$ cat config.mk
export PLATFORM = sky130hd
export DESIGN_NAME = timer_irq
export DESIGN_NICKNAME = d
export VERILOG_FILES = /design/src/rtl/timer_irq.sv
export SDC_FILE = /design/constraint.sdc
export NUM_CORES = 1
export LEC_CHECK = 0
export BUFFER_PORTS_ARGS = -buffer_cell sky130_fd_sc_hd__buf_2
export CAP_MARGIN = 20
export CORE_ASPECT_RATIO = 1.4
export CORE_UTILIZATION = 60
export DETAILED_ROUTE_END_ITERATION = 8
export PLACE_DENSITY_LB_ADDON = 0.15
export SLEW_MARGIN = 20
export SYNTH_ARGS = -nofsm -noshare
export SYNTH_HDL_FRONTEND = slang
export SYNTH_SLANG_ARGS = --single-unit
export TNS_END_PERCENT = 5
$ cat constraint.sdc
create_clock -name clk -period 5.25 [get_ports clk]
set_clock_uncertainty 0.15 [all_clocks]
set_input_delay 1.05 -clock clk [delete_from_list [all_inputs] [get_ports clk]]
set_output_delay 1.05 -clock clk [all_outputs]
set_load 0.01 [all_outputs]
$ cat src/rtl/timer_irq.sv
// timer_irq: programmable down-counting timer with a three-word register map
// (CTRL, PRESET, COUNT) and an interrupt output. It runs as a one-shot or as an
// auto-reloading periodic source.
//
// state | meaning
// ------+-------------------------------------------------------------
// IDLE  | stopped; waiting for CTRL.EN
// LOAD  | copy PRESET into COUNT on the next edge
// CNT   | decrement COUNT once per clock until it reaches zero
// INT   | expiry; reload (MODE 1) or clear EN and stop (other modes)
module timer_irq #(
  parameter int WIDTH = 32
) (
  input  logic             clk,
  input  logic             reset,
  input  logic [1:0]       addr,
  input  logic             we,
  input  logic [WIDTH-1:0] wdata,
  output logic [WIDTH-1:0] rdata,
  output logic             irq
);

  typedef enum logic [1:0] {
    S_IDLE = 2'd0,
    S_LOAD = 2'd1,
    S_CNT  = 2'd2,
    S_INT  = 2'd3
  } state_t;

  localparam logic [1:0]       ADDR_CTRL   = 2'd0;
  localparam logic [1:0]       ADDR_PRESET = 2'd1;
  localparam logic [1:0]       ADDR_COUNT  = 2'd2;
  localparam logic [WIDTH-1:0] CNT_ONE     = WIDTH'(1);

  // ctrl_q: [0]=EN, [2:1]=MODE, [3]=IM
  logic [3:0]       ctrl_q,     ctrl_d;
  logic [WIDTH-1:0] preset_q,   preset_d;
  logic [WIDTH-1:0] count_q,    count_d;
  state_t           state_q,    state_d;
  logic             irq_flag_q, irq_flag_d;

  logic en;
  logic auto_reload;
  logic set_flag;
  logic clr_flag_reload;

  assign en          = ctrl_q[0];
  assign auto_reload = (ctrl_q[2:1] == 2'b01);

  // Next-state, counter and register-write logic. The CPU write to CTRL is
  // applied after the FSM so it overrides the EN clear at expiry; the expiry
  // set of irq_flag is applied last so it overrides any write-side clear.
  always_comb begin
    ctrl_d          = ctrl_q;
    preset_d        = preset_q;
    count_d         = count_q;
    state_d         = state_q;
    irq_flag_d      = irq_flag_q;
    set_flag        = 1'b0;
    clr_flag_reload = 1'b0;

    case (state_q)
      S_IDLE: begin
        if (en) state_d = S_LOAD;
      end
      S_LOAD: begin
        if (!en) begin
          state_d = S_IDLE;
        end else begin
          count_d = preset_q;
          state_d = S_CNT;
        end
      end
      S_CNT: begin
        if (!en) begin
          state_d = S_IDLE;
        end else if (count_q == '0) begin
          state_d  = S_INT;
          set_flag = 1'b1;
        end else begin
          count_d = count_q - CNT_ONE;
          if (count_q == CNT_ONE) begin
            state_d  = S_INT;
            set_flag = 1'b1;
          end
        end
      end
      S_INT: begin
        if (auto_reload) begin
          state_d         = S_LOAD;
          clr_flag_reload = 1'b1;
        end else begin
          ctrl_d[0] = 1'b0;
          state_d   = S_IDLE;
        end
      end
      default: state_d = S_IDLE;
    endcase

    if (we) begin
      case (addr)
        ADDR_CTRL: begin
          ctrl_d     = wdata[3:0];
          irq_flag_d = 1'b0;
        end
        ADDR_PRESET: begin
          preset_d   = wdata;
          irq_flag_d = 1'b0;
        end
        default: ;
      endcase
    end

    if (clr_flag_reload) irq_flag_d = 1'b0;
    if (set_flag)        irq_flag_d = 1'b1;
  end

  // State and register flops; reset clears everything immediately.
  always_ff @(posedge clk or negedge reset) begin
    if (!reset) begin
      ctrl_q     <= '0;
      preset_q   <= '0;
      count_q    <= '0;
      state_q    <= S_IDLE;
      irq_flag_q <= 1'b0;
    end else begin
      ctrl_q     <= ctrl_d;
      preset_q   <= preset_d;
      count_q    <= count_d;
      state_q    <= state_d;
      irq_flag_q <= irq_flag_d;
    end
  end

  // Combinational read mux; unused CTRL bits and address 3 read as zero.
  always_comb begin
    rdata = '0;
    case (addr)
      ADDR_CTRL:   rdata = WIDTH'(ctrl_q);
      ADDR_PRESET: rdata = preset_q;
      ADDR_COUNT:  rdata = count_q;
      default:     rdata = '0;
    endcase
  end

  assign irq = ctrl_q[3] & irq_flag_q;

endmodule

Word level (Yosys, flattened, before mapping)
Index checks and enable logic that the tools add are counted.
{"block": "op_classes", "magnitude_cmp": 0, "div": 0, "muxes": 26, "n_reduce_logical": 12, "eq_ne": 12, "n_mul": 0, "n_shift": 0, "bitwise_logic": 1, "add_sub_neg": 1}
{"op": "2-to-1 mux 32 bit", "n": 3}
{"op": "case mux 32 bit (3 select lines)", "n": 1}
{"op": "case mux 32 bit (2 select lines)", "n": 1}
{"op": "equality test 32 x 1 -> 1 bit (second input constant)", "n": 1}
{"op": "zero test 32 bit", "n": 1}
{"op": "subtractor 32 x 1 -> 32 bit (second input constant)", "n": 1}
{"op": "2-to-1 mux 1 bit", "n": 15}
{"op": "2-to-1 mux 2 bit", "n": 5}
{"op": "!= test 2 bit (second input constant)", "n": 4}
{"op": "case mux 2 bit (4 select lines)", "n": 1}
{"op": "AND reduction 2 bit", "n": 4}
{"op": "equality test 2 x 1 -> 1 bit (second input constant)", "n": 3}
{"op": "equality test 2 bit (second input constant)", "n": 3}
{"op": "nonzero test 3 bit", "n": 2}
{"op": "zero test 2 bit", "n": 2}
{"op": "!= test 4 bit (second input constant)", "n": 1}
{"op": "AND reduction 4 bit", "n": 1}
{"op": "nonzero test 2 bit", "n": 1}
{"op": "OR reduction 2 bit", "n": 1}
{"op": "bitwise AND 1 bit", "n": 1}
{"block": "totals", "latchBits": 0, "ram_bits": 0, "romBits": 0, "out_inout_bits": 33, "register_bits": 71, "in_bits": 37, "memories": 0}

Logic depth before layout (Yosys ltp)
Gate-level depths: netlist of the first run.
{"block": "depth", "ltp_word": 7, "depth_mapped": 9, "depth_no_buf": 7}

Least setup slack after synthesis of the first run
Ideal clock, no wire load.
{"block": "synth_timing", "path_kind": "input -> output", "start": "in addr[1]", "end": "out rdata[11]", "required_ns": 4.050, "path_buffers": 3, "path_slack_ns": 1.794, "cell_stages": 5, "t_arrival_ns": 2.256, "cell_sequence": "clkbuf_1 -> nor2b_1 -> clkbuf_1 -> clkbuf_1 -> a22o_1"}
{"block": "synth_between", "elab_chain_len": 2, "elab_cells_between_ends": 4, "cone_classes": "2 x eq/ne; 1 x mux; 1 x reduce/logical"}
{"item": "start, declared", "line_no": "16", "rtl": "input logic [1:0] addr,"}
{"item": "equality test 2 bit (tied with other cells)", "line_no": "138", "rtl": "case (addr)"}
{"item": "case mux 32 bit (3 select lines) *", "line_no": "138"}
{"item": "end, declared", "line_no": "19", "rtl": "output logic [WIDTH-1:0] rdata,"}
Mark *: on every way between the ends. The rest lies on a longest branch, timed or not.

Worst setup path after layout of the first run
{"block": "layout_timing", "start": "reg count_q[10]", "end": "reg count_q[27]"}
{"block": "layout_between", "elab_chain_len": 4, "elab_cells_between_ends": 7, "cone_classes": "1 x add/sub; 1 x eq/ne; 3 x mux; 2 x reduce/logical"}
{"item": "start, declared", "line_no": "38", "rtl": "logic [WIDTH-1:0] count_q, count_d;"}
{"item": "start signal, assigned", "line_no": "129", "rtl": "count_q <= count_d;"}
{"item": "subtractor 32 x 1 -> 32 bit", "line_no": "81", "rtl": "count_d = count_q - CNT_ONE;"}
{"item": "2-to-1 mux 32 bit", "line_no": "77", "rtl": "end else if (count_q == '0) begin"}
{"item": "2-to-1 mux 32 bit", "line_no": "75", "rtl": "if (!en) begin"}
{"item": "case mux 32 bit (2 select lines)", "line_no": "62", "rtl": "case (state_q)"}
Parallel ways exist; a longest one is shown, timed or not. The select of a mux whose other input is x is not followed.
A chain may end at the register's enable or synchronous reset.

==> results by group, run 1 <==
Die
  • Die width: 71.4 microns
  • Starting Density: 61.6%
  • Core Region: 6570 sq um
  • Die area: 7080 sq um
  • Num ports: 70
  • Rows: 35
  • Die Ht: 99.2 microns

GRT
  • GR Util met1: 40.1%
  • Largest net degree at the start of global routing: 57
  • Initial antenna violation count: 0
  • M2 GR Usage: 54.4%
  • Global-route wire length before repair: 17700 microns
  • GRT met3 Usage: 6.08%
  • Layer with the highest usage: met2
  • Vias in the first global route: 3676
  • All-Layer GR Usage: 32.0%
  • Total grt overflow: 0

STA
  • Final-report hold violation count: 0
  • RSZ-0062 raised after global routing: no
  • FMAX: 268 MHz
  • TNS Setup: 0 ns
  • Crit path time final: 3.73 ns
  • Worst slew margin: 27.3%
  • Max Slew Vio Count: 0
  • Setup violators final: 0
  • Worst slew pin tran: 1.09 ns
  • Final period util: 71.1%

Logic synthesis
  • Top_reg_cell synth: dfrtp_1
  • Synth top area share: 43.9%
  • Register area share after synthesis: 43.9%
  • Yosys cell types: 57
  • Mapped Nets: 442
  • Yosys reg bits: 71
  • Area contributors post-synth: dfrtp_1 44%, mux2_2 9.7%, a22o_1 6.9%
  • Mapped Cells: 403
  • Post-synth top cells: 71 x dfrtp_1, 35 x mux2_2, 32 x a22o_1
  • Post-synth top area cell: dfrtp_1
  • Synthesized area: 4050 sq um
  • Post-synth EDFFs: 0
  • Warnings from Yosys: 0
  • Post-synthesis async set-or-reset flop share: 100%
  • Top-count cell post-synth: dfrtp_1
  • Syn_area_per_cell: 10.0 sq um

Setup path
  • Worst Setup End Kind: flop
  • Slowest cell on crit path: or4_1
  • CP startpoint kind: flop
  • Cell family with most CP delay: simple AND/OR/NAND/NOR gates
  • CP bufs+invs: 0
  • Req. time, crit path: 5.28 ns
  • Crit-path cells: nor4_2, nand4b_2, or4_1, nand2_1, o221ai_1
  • Crit-path max cell delay: 0.97 ns
  • Worst-path fanout max: 20
  • Critical path class: flop to flop
  • Arrival time worst endpoint: 3.77 ns

Placed design
  • Detailed Place HPWL: 6900 microns
  • Final GP Congestion: 0.858
  • Port bufs: 69
  • Placed cells: 521

Layout
  • # diodes: 0
  • Layout area overhead: 13.1%
  • Fin cells: 535
  • Fillers: 526
  • Share of cells above drive strength 1: 30.8%
  • Final nets: 498

CTS
  • Root buffer cell: clkbuf_8
  • TritonCTS buffer count: 9
  • Postcts setup bufs: 0
  • Clk buf depth: 2
  • TritonCTS clock tree: done
  • # hold bufs at CTS: 0
  • Clk Latency, worst-skew pair: 0.35 ns
  • H-tree Lvls: 3
  • CTS clk-pin slew, worst paths: 0.07 ns
  • Post-cts sizing count: 0
  • CTS Sinks: 71

Run
  • Max-Cap Viols: 0

Route
  • Residual DRC: 5
  • Number of DRC markers in iteration 0: 297
  • Vias: 3642
  • Final WL: 10600 microns
  • Post-DR vias/cell: 6.81
  • Routed wire length per instance: 19.8 microns
  • Post-DRT Antenna Nets: 0
  • First-pass detailed-route iteration total: 7

Power
  • Worst-case vdd ir drop: 0.000301 V
  • LEAKAGE: 1.98 nW
  • Pwr Density: 464 nW/um^2

Hold path
  • HP Class: flop to flop

Outcome
  • Failing checks: DRC
  • Status: complete, but fails checks
==> per-layer routing <==
metal	vias up	routed length (microns)	share of wire (%)
met5	-	0	0
met4	0	233	2.2
met3	25	602	5.7
met2	156	5440	51
met1	1794	4330	41
li1	1667	-	-
==> final timing paths <==
kind | endpoint | start | cells past startpoint | slack, ns
min | ctrl_q[2] | ctrl_q[2] | 1 | 0.39
max in group asynchronous | count_q[23] | reset | 2 | 3.63
max | count_q[27] | count_q[10] | 5 | 1.52
max reg2reg | count_q[27] | count_q[10] | 5 | 1.52
min in group asynchronous | preset_q[25] | reset | 1 | 0.55
min reg2reg | ctrl_q[2] | ctrl_q[2] | 1 | 0.39
==> power by group <==
part           leakage, nW  switching, W  internal [W]
sequential           0.861      0.000225      0.000721
clock               0.0902      0.000195      0.000202
combinational         1.03      0.000433      0.000345
==> state kept, by name, indices dropped and copies added, names as in the netlist <==
signal and flops:
state_q 2, ctrl_q 4, preset_q 32, irq_flag_q 1, count_q 32
==> logic make-up (layout without fill, tap and decap cells) <==
group,Yosys count,count (layout),synth area share (%)
buffers and inverters,35,93,3.87
AND/OR/NAND/NOR,118,118,16.3
multiplexers,39,39,10.7
flip-flops,71,71,43.9
AO/OA/AOI/OAI,138,138,24.5
adder cells (fa/ha/maj),2,2,0.619
==> placed cells by master, fill, tap and decap left out, types with 4 or more instances in the layout <==
cell type,n
a21oi_1,17
a22o_1,32
a22oi_1,7
a31oi_1,8
buf_2,68
buf_4,8
clkbuf_8,12
dfrtp_1,71
inv_1,4
mux2_2,35
mux2i_1,4
nand2_1,26
nand2b_1,4
nand3_1,17
nand3b_1,4
nand4_1,4
nor2_1,18
nor3_1,12
nor4_1,7
o211ai_1,4
o21ai_0,26
o2bb2ai_1,9
o31ai_1,12
==> area by class of cell <==
cell class	instances	area [sq um]	share of cell area, %
clock buffers	12	165	3.61
clock inverters	1	5.00	0.109
inverters	4	15.0	0.328
multi-input cells	297	2120	46.4
flip-flops and latches	71	1780	38.8
well taps	74	92.6	2.02
repair buffers	76	400	8.75
==> per-stage QoR <==
stage / utilization (%) / worst slack (ns) / cell area [sq um] / power [W] / hold slack [ns]
6_report: 69.7 / 1.52 / 4580 / 0.00212 / 0.385
3_5_place_dp: 66.9 / 1.58 / 4400 / 0.00170 / 0.363
2_1_floorplan: - / 1.79 / 4050 / 0.00146 / 0.326
5_1_grt: 69.7 / 1.36 / 4580 / 0.00225 / 0.404
4_1_cts: 69.5 / 1.58 / 4570 / 0.00210 / 0.385
3_3_place_gp: 66.9 / 1.58 / 4400 / 0.00167 / 0.347
Note: power is estimated with default switching activity, not from simulation.
==> run 2, diff against run 1 <==
--- a/config.mk
+++ b/config.mk
@@ -8,7 +8,7 @@
 export BUFFER_PORTS_ARGS = -buffer_cell sky130_fd_sc_hd__buf_2
 export CAP_MARGIN = 20
 export CORE_ASPECT_RATIO = 1.4
-export CORE_UTILIZATION = 60
+export CORE_UTILIZATION = 51
 export DETAILED_ROUTE_END_ITERATION = 8
 export PLACE_DENSITY_LB_ADDON = 0.15
 export SLEW_MARGIN = 20
==> constraint.sdc (replaced) <==
create_clock -name clk -period 3.4 [get_ports clk]
set_clock_uncertainty 0.15 [all_clocks]
set_input_delay 0.68 -clock clk [delete_from_list [all_inputs] [get_ports clk]]
set_output_delay 0.68 -clock clk [all_outputs]
set_load 0.01 [all_outputs]
==> results by group, run 2 (synthesized netlist as in run 1, its figures left out) <==
STA
  • RSZ-0062 raised after global routing: no
  • FMAX: 349 MHz (+30%)
  • Worst slew margin: 44.8% (+17 points)
  • Max Slew Vio Count: 0 (unchanged)
  • Final period util: 84.2% (+13 points)
  • Worst slew pin tran: 0.829 ns (-0.262 ns)
  • Final-report hold violation count: 0 (unchanged)
  • Crit path time final: 2.86 ns (-0.871 ns)
  • Min Hold Slack: 0.160 ns (-0.226 ns)
  • TNS Setup: 0 ns (unchanged)
  • Setup violators final: 0 (unchanged)

Route
  • Vias: 3616 (-0.71%)
  • First-pass detailed-route iteration total: 4 (-3)
  • Post-DR vias/cell: 6.30 (-7.5%)
  • Routed wire length per instance: 18.2 microns (-8.1%)
  • Residual DRC: 0 (-5)
  • Final WL: 10500 microns (-1.4%)
  • Post-DRT Antenna Nets: 0 (unchanged)
  • Number of DRC markers in iteration 0: 298 (+0.34%)

Placed design
  • Detailed Place HPWL: 7160 microns (+3.8%)
  • Port bufs: 69 (unchanged)
  • Final GP Congestion: 0.894 (+4.2%)
  • Post-Place Cell Area: 4550 sq um (+3.5%)

Layout
  • Share of cells above drive strength 1: 32.3% (+1.5 points)
  • # diodes: 0 (unchanged)
  • Final instance area: 4720 sq um (+3.0%)
  • Most common cell after layout, fill and taps aside: dfrtp_1
  • Leading registers by flop count: count_q (32), preset_q (32), ctrl_q (4)
  • Commonest non-fill, non-tap cells in the layout: 71 x dfrtp_1, 69 x buf_2, 35 x mux2_2
  • Layout area overhead: 16.6%
  • Final nets: 510 (+2.4%)

Setup path
  • Req. time, crit path: 3.46 ns (-1.82 ns)
  • Worst Setup SP: count_q[7]
  • R2R Setup Slk: 0.54 ns (-0.98 ns)
  • Worst Setup End Kind: flop
  • Crit-path max cell delay: 0.69 ns (-0.28 ns)
  • Slowest cell on crit path: or4_1
  • Worst-path fanout max: 13 (-35%)
  • Crit-path cells: nor3_1, nand4b_2, or4_1, buf_4, a31oi_1, a21oi_1
  • Setup crit end: count_q[10]
  • R2R depth: 6 (+1)
  • Worst reg2reg endpoint: count_q[10]
  • Cell family with most CP delay: simple AND/OR/NAND/NOR gates
  • Reg2Reg Launch Point: count_q[7]
  • Worst path depth: 6 (+1)
  • Arrival time worst endpoint: 2.92 ns (-0.85 ns)
  • CP startpoint kind: flop
  • CP bufs+invs: 1 (+1)
  • Critical path class: flop to flop

CTS
  • CTS clk-pin slew, worst paths: 0.07 ns (about the same)
  • Root buffer cell: clkbuf_8
  • # hold bufs at CTS: 0 (unchanged)
  • Post-cts sizing count: 0 (unchanged)
  • Clk Latency, worst-skew pair: 0.37 ns (+0.02 ns)
  • Clk buf depth: 2 (unchanged)
  • H-tree Lvls: 3 (unchanged)
  • CTS Sinks: 71 (unchanged)
  • TritonCTS clock tree: done
  • TritonCTS buffer count: 9 (unchanged)
  • Postcts setup bufs: 0 (unchanged)

GRT
  • All-Layer GR Usage: 27.2% (-4.8 points)
  • Largest net degree at the start of global routing: 72 (+26%)
  • Global-route wire length before repair: 17500 microns (-1.2%)
  • Initial antenna violation count: 0 (unchanged)
  • Vias in the first global route: 3634 (-1.1%)
  • Total grt overflow: 0 (unchanged)

Power
  • Tot Pwr: 0.00328 W (+55%)
  • Worst-case vdd ir drop: 0.000327 V (+8.5%)
  • LEAKAGE: 2.04 nW (+2.9%)
  • Pwr Density: 695 nW/um^2 (+50%)

Die
  • Rows: 38 (+8.6%)
  • Starting Density: 52.5% (-9.1 points)
  • Core Region: 7700 sq um (+17%)
  • Die area: 8300 sq um (+17%)
  • Die width: 77.3 microns (+8.2%)
  • Num ports: 70 (unchanged)
  • Die Ht: 107 microns (+8.3%)

Outcome
  • Status: finished, final reports clean

Hold path
  • HP Class: input port to asynchronous set/reset pin

Run
  • Max-Cap Viols: 0 (unchanged)
-- run 2: worst min-delay path by stage --
| stage | to |
|---|---|
| finish | count_q[26] |
| global route | preset_q[21] |
| CTS | preset_q[22] |
| detailed placement | irq_flag_q |
| global placement | irq_flag_q |
| floorplan | count_q[0] |
-- run 2: where the power goes --
| group | switching (W) | total, W | internal (W) | leakage (nW) |
|---|---|---|---|---|
| Clock | 0.000305 | 0.000601 | 0.000296 | 0.0854 |
| Combinational | 0.000655 | 0.00123 | 0.000571 | 1.10 |
| Sequential | 0.000339 | 0.00145 | 0.00111 | 0.861 |
| Total | 0.00130 | 0.00328 | 0.00198 | 2.04 |
-- run 2: cell type report --
| cell class | instances | area (sq um) |
|---|---|---|
| timing repair buffer | 88 | 513 |
| inverter | 4 | 15.0 |
| clock buffer | 13 | 159 |
| clock inverter | 1 | 5.00 |
| sequential | 71 | 1780 |
| fill | 710 | 2990 |
| multi-input combinational | 297 | 2120 |
| tap | 100 | 125 |
-- run 2: layer usage --
layer,routed length (microns),track usage [%]
met3,580,4.07
met4,265,16.3
met5,0,0
met2,5070,44.9
met1,4550,33.4
-- run 2: stage by stage --
step / cells / worst slack [ns] / utilization [%]
after detailed placement: 560 / 0.612 / 59.1
after floorplan: 403 / 0.684 / -
final: 574 / 0.539 / 61.2
after CTS: 574 / 0.586 / 61.2
after global placement: 560 / 0.673 / 59.1
after global routing: 574 / 0.340 / 61.2
==> run 3, diff against run 2 <==
==> constraint.sdc (replaced) <==
create_clock -name clk -period 2.4 [get_ports clk]
set_clock_uncertainty 0.15 [all_clocks]
set_input_delay 0.48 -clock clk [delete_from_list [all_inputs] [get_ports clk]]
set_output_delay 0.48 -clock clk [all_outputs]
set_load 0.01 [all_outputs]
==> results by group, run 3 (synthesized netlist as in run 1, its figures left out) <==
Power
  • Seq pwr share: 38.5% (-5.8 points)
  • Worst-case vdd ir drop: 0.000547 V (+67%)
  • Clock power frac: 17.3% (-1.0 points)
  • Pwr Density: 1000 nW/um^2 (+44%)
  • Switching Fraction: 39.4% (-0.21 points)
  • Comb pwr share: 44.2% (+6.8 points)
  • Pint: 0.00311 W (+57%)
  • LEAKAGE: 2.26 nW (+11%)
  • Switching power of the nets: 0.00202 W (+56%)

STA
  • Crit path time final: 2.47 ns (-0.387 ns)
  • Worst slew margin: 52.2% (+7.4 points)
  • Worst setup margin: -0.0747 ns (-0.613 ns)
  • Final period util: 103% (+19 points)
  • RSZ-0062 raised after global routing: yes
  • FMAX: 404 MHz (+16%)
  • Setup violators final: 2 (+2)
  • Max Slew Vio Count: 0 (unchanged)
  • Worst slew pin tran: 0.717 ns (-0.112 ns)
  • Final-report hold violation count: 0 (unchanged)

CTS
  • TritonCTS clock tree: done
  • TritonCTS buffer count: 9 (unchanged)
  • CTS Sinks: 71 (unchanged)
  • Root buffer cell: clkbuf_8
  • CTS clk-pin slew, worst paths: 0.08 ns (about the same)
  • Clk buf depth: 2 (unchanged)
  • Clk Latency, worst-skew pair: 0.36 ns (about the same)
  • H-tree Lvls: 3 (unchanged)

GRT
  • Largest net degree at the start of global routing: 72 (unchanged)
  • Global-route wire length before repair: 18300 microns (+4.9%)
  • All-Layer GR Usage: 28.8% (+1.6 points)
  • Initial antenna violation count: 0 (unchanged)
  • Total grt overflow: 0 (unchanged)
  • Vias in the first global route: 3738 (+2.9%)

Setup path
  • Arrival time worst endpoint: 2.60 ns (-0.32 ns)
  • Critical path class: flop to flop
  • CP bufs+invs: 0 (-1)
  • Worst Setup End Kind: flop
  • CP startpoint kind: flop
  • Slowest cell on crit path: or4_4
  • Req. time, crit path: 2.53 ns (-0.93 ns)
  • Crit-path max cell delay: 0.52 ns (-0.17 ns)
  • Crit-path cells: or4_4, or3_4, or4b_4, a211oi_2, a2bb2oi_1
  • Cell family with most CP delay: simple AND/OR/NAND/NOR gates
  • Worst-path fanout max: 4 (-9)
  • Worst path depth: 5 (-1)
  • R2R depth: 5 (-1)

Placed design
  • Worst slack at placement: -0.0558 ns (-0.668 ns)
  • Detailed Place HPWL: 7770 microns (+8.5%)
  • Final GP Congestion: 0.859 (-4.0%)
  • Port bufs: 69 (unchanged)
  • Placed cells: 595 (+6.3%)

Layout
  • Leading registers by flop count: count_q (32), preset_q (32), ctrl_q (4)
  • Fillers: 672 (-5.4%)
  • Final nets: 547 (+7.3%)
  • Commonest non-fill, non-tap cells in the layout: 69 x dfrtp_1, 69 x buf_2, 49 x buf_4
  • Layout area overhead: 26.6%
  • # diodes: 0 (unchanged)
  • Seq. cell area: 1780 sq um (+0.14%)
  • Fin cells: 613 (+6.8%)
  • Share of cells above drive strength 1: 40.2% (+7.9 points)
  • Footprint of the multi-input gates: 2210 sq um (+4.0%)

Route
  • Routed wire length per instance: 18.0 microns (-1.2%)
  • Number of DRC markers in iteration 0: 240 (-19%)
  • Residual DRC: 0 (unchanged)
  • Post-DRT Antenna Nets: 0 (unchanged)
  • Final WL: 11000 microns (+5.5%)
  • First-pass detailed-route iteration total: 4 (unchanged)
  • Vias: 3719 (+2.8%)
  • Post-DR vias/cell: 6.07 (-3.7%)

Die
  • Die area: 8300 sq um (unchanged)
  • Die Ht: 107 microns (unchanged)
  • Rows: 38 (unchanged)
  • Num ports: 70 (unchanged)
  • Core Region: 7700 sq um (unchanged)
  • Starting Density: 52.5% (unchanged)
  • Die width: 77.3 microns (unchanged)

Outcome
  • Failing checks: setup timing
  • Status: complete, but fails checks

Hold path
  • HP Class: input port to flop
  • Hold Path Depth: 2

Run
  • Max-Cap Viols: 0 (unchanged)
==> run 3: cell count changes in the layout (fill, tap and decap cells not counted), sizes merged <==
cell         delta
buf            +36
clkinv          +1
clkinvlp        +1
dlygate4sd3     +1
==> run 3: power by group through the flow <==
stage / Clock, W / Sequential, W / Combinational [W]
finish: 0.000889 / 0.00197 / 0.00227
global route: 0.000949 / 0.00203 / 0.00247
CTS: 0.000906 / 0.00198 / 0.00222
detailed placement: 0 / 0.00200 / 0.00219
global placement: 0 / 0.00198 / 0.00213
floorplan: 0 / 0.00195 / 0.00132
==> run 3: area by class of cell <==
cell class              count  area share, %
well taps                 100           2.44
clock buffers              13           3.10
flip-flops and latches     71           34.8
repair buffers            125           16.0
inverters                   4          0.293
multi-input cells         297           43.1
clock inverters             3          0.342
==> run 3: what timing repair did <==
action                     4_1_cts  5_1_grt
pin swaps                        0        4
hold buffers                     1        0
hold endpoints to repair         5        0
setup endpoints to repair        5       19
resized for setup                3       10
setup buffers                    0        1
==> run 3: final timing paths <==
| check | from | to | slack (ns) |
|---|---|---|---|
| setup / recovery | count_q[13] | count_q[26] | -0.07 |
| setup reg to reg | count_q[13] | count_q[26] | -0.07 |
| min in group asynchronous | reset | preset_q[25] | 0.54 |
| max in group asynchronous | reset | count_q[13] | 1.25 |
| hold / removal | wdata[26] | preset_q[26] | 0.20 |
| hold reg to reg | irq_flag_q | irq_flag_q | 0.37 |
==> run 3: routing by layer <==
| metal | routed length [microns] | track usage, % | vias to the layer above |
|---|---|---|---|
| li1 | - | - | 1769 |
| met5 | 0 | 0 | - |
| met4 | 164 | 12.1 | 0 |
| met3 | 553 | 5.51 | 14 |
| met1 | 4560 | 35.3 | 1834 |
| met2 | 5760 | 49.2 | 102 |
==> run 3: through the flow <==
step / total power, W / area (sq um) / utilization, % / hold WS (ns) / TNS [ns]
floorplan: 0.00327 / 4090 / - / 0.0344 / -0.0297
finish: 0.00513 / 5120 / 66.5 / 0.196 / -0.125
global placement: 0.00411 / 4870 / 63.2 / 0.344 / 0
detailed placement: 0.00419 / 4870 / 63.2 / 0.360 / -0.0800
CTS: 0.00510 / 5070 / 65.8 / 0.181 / -0.0861
global route: 0.00545 / 5120 / 66.5 / 0.188 / -0.769
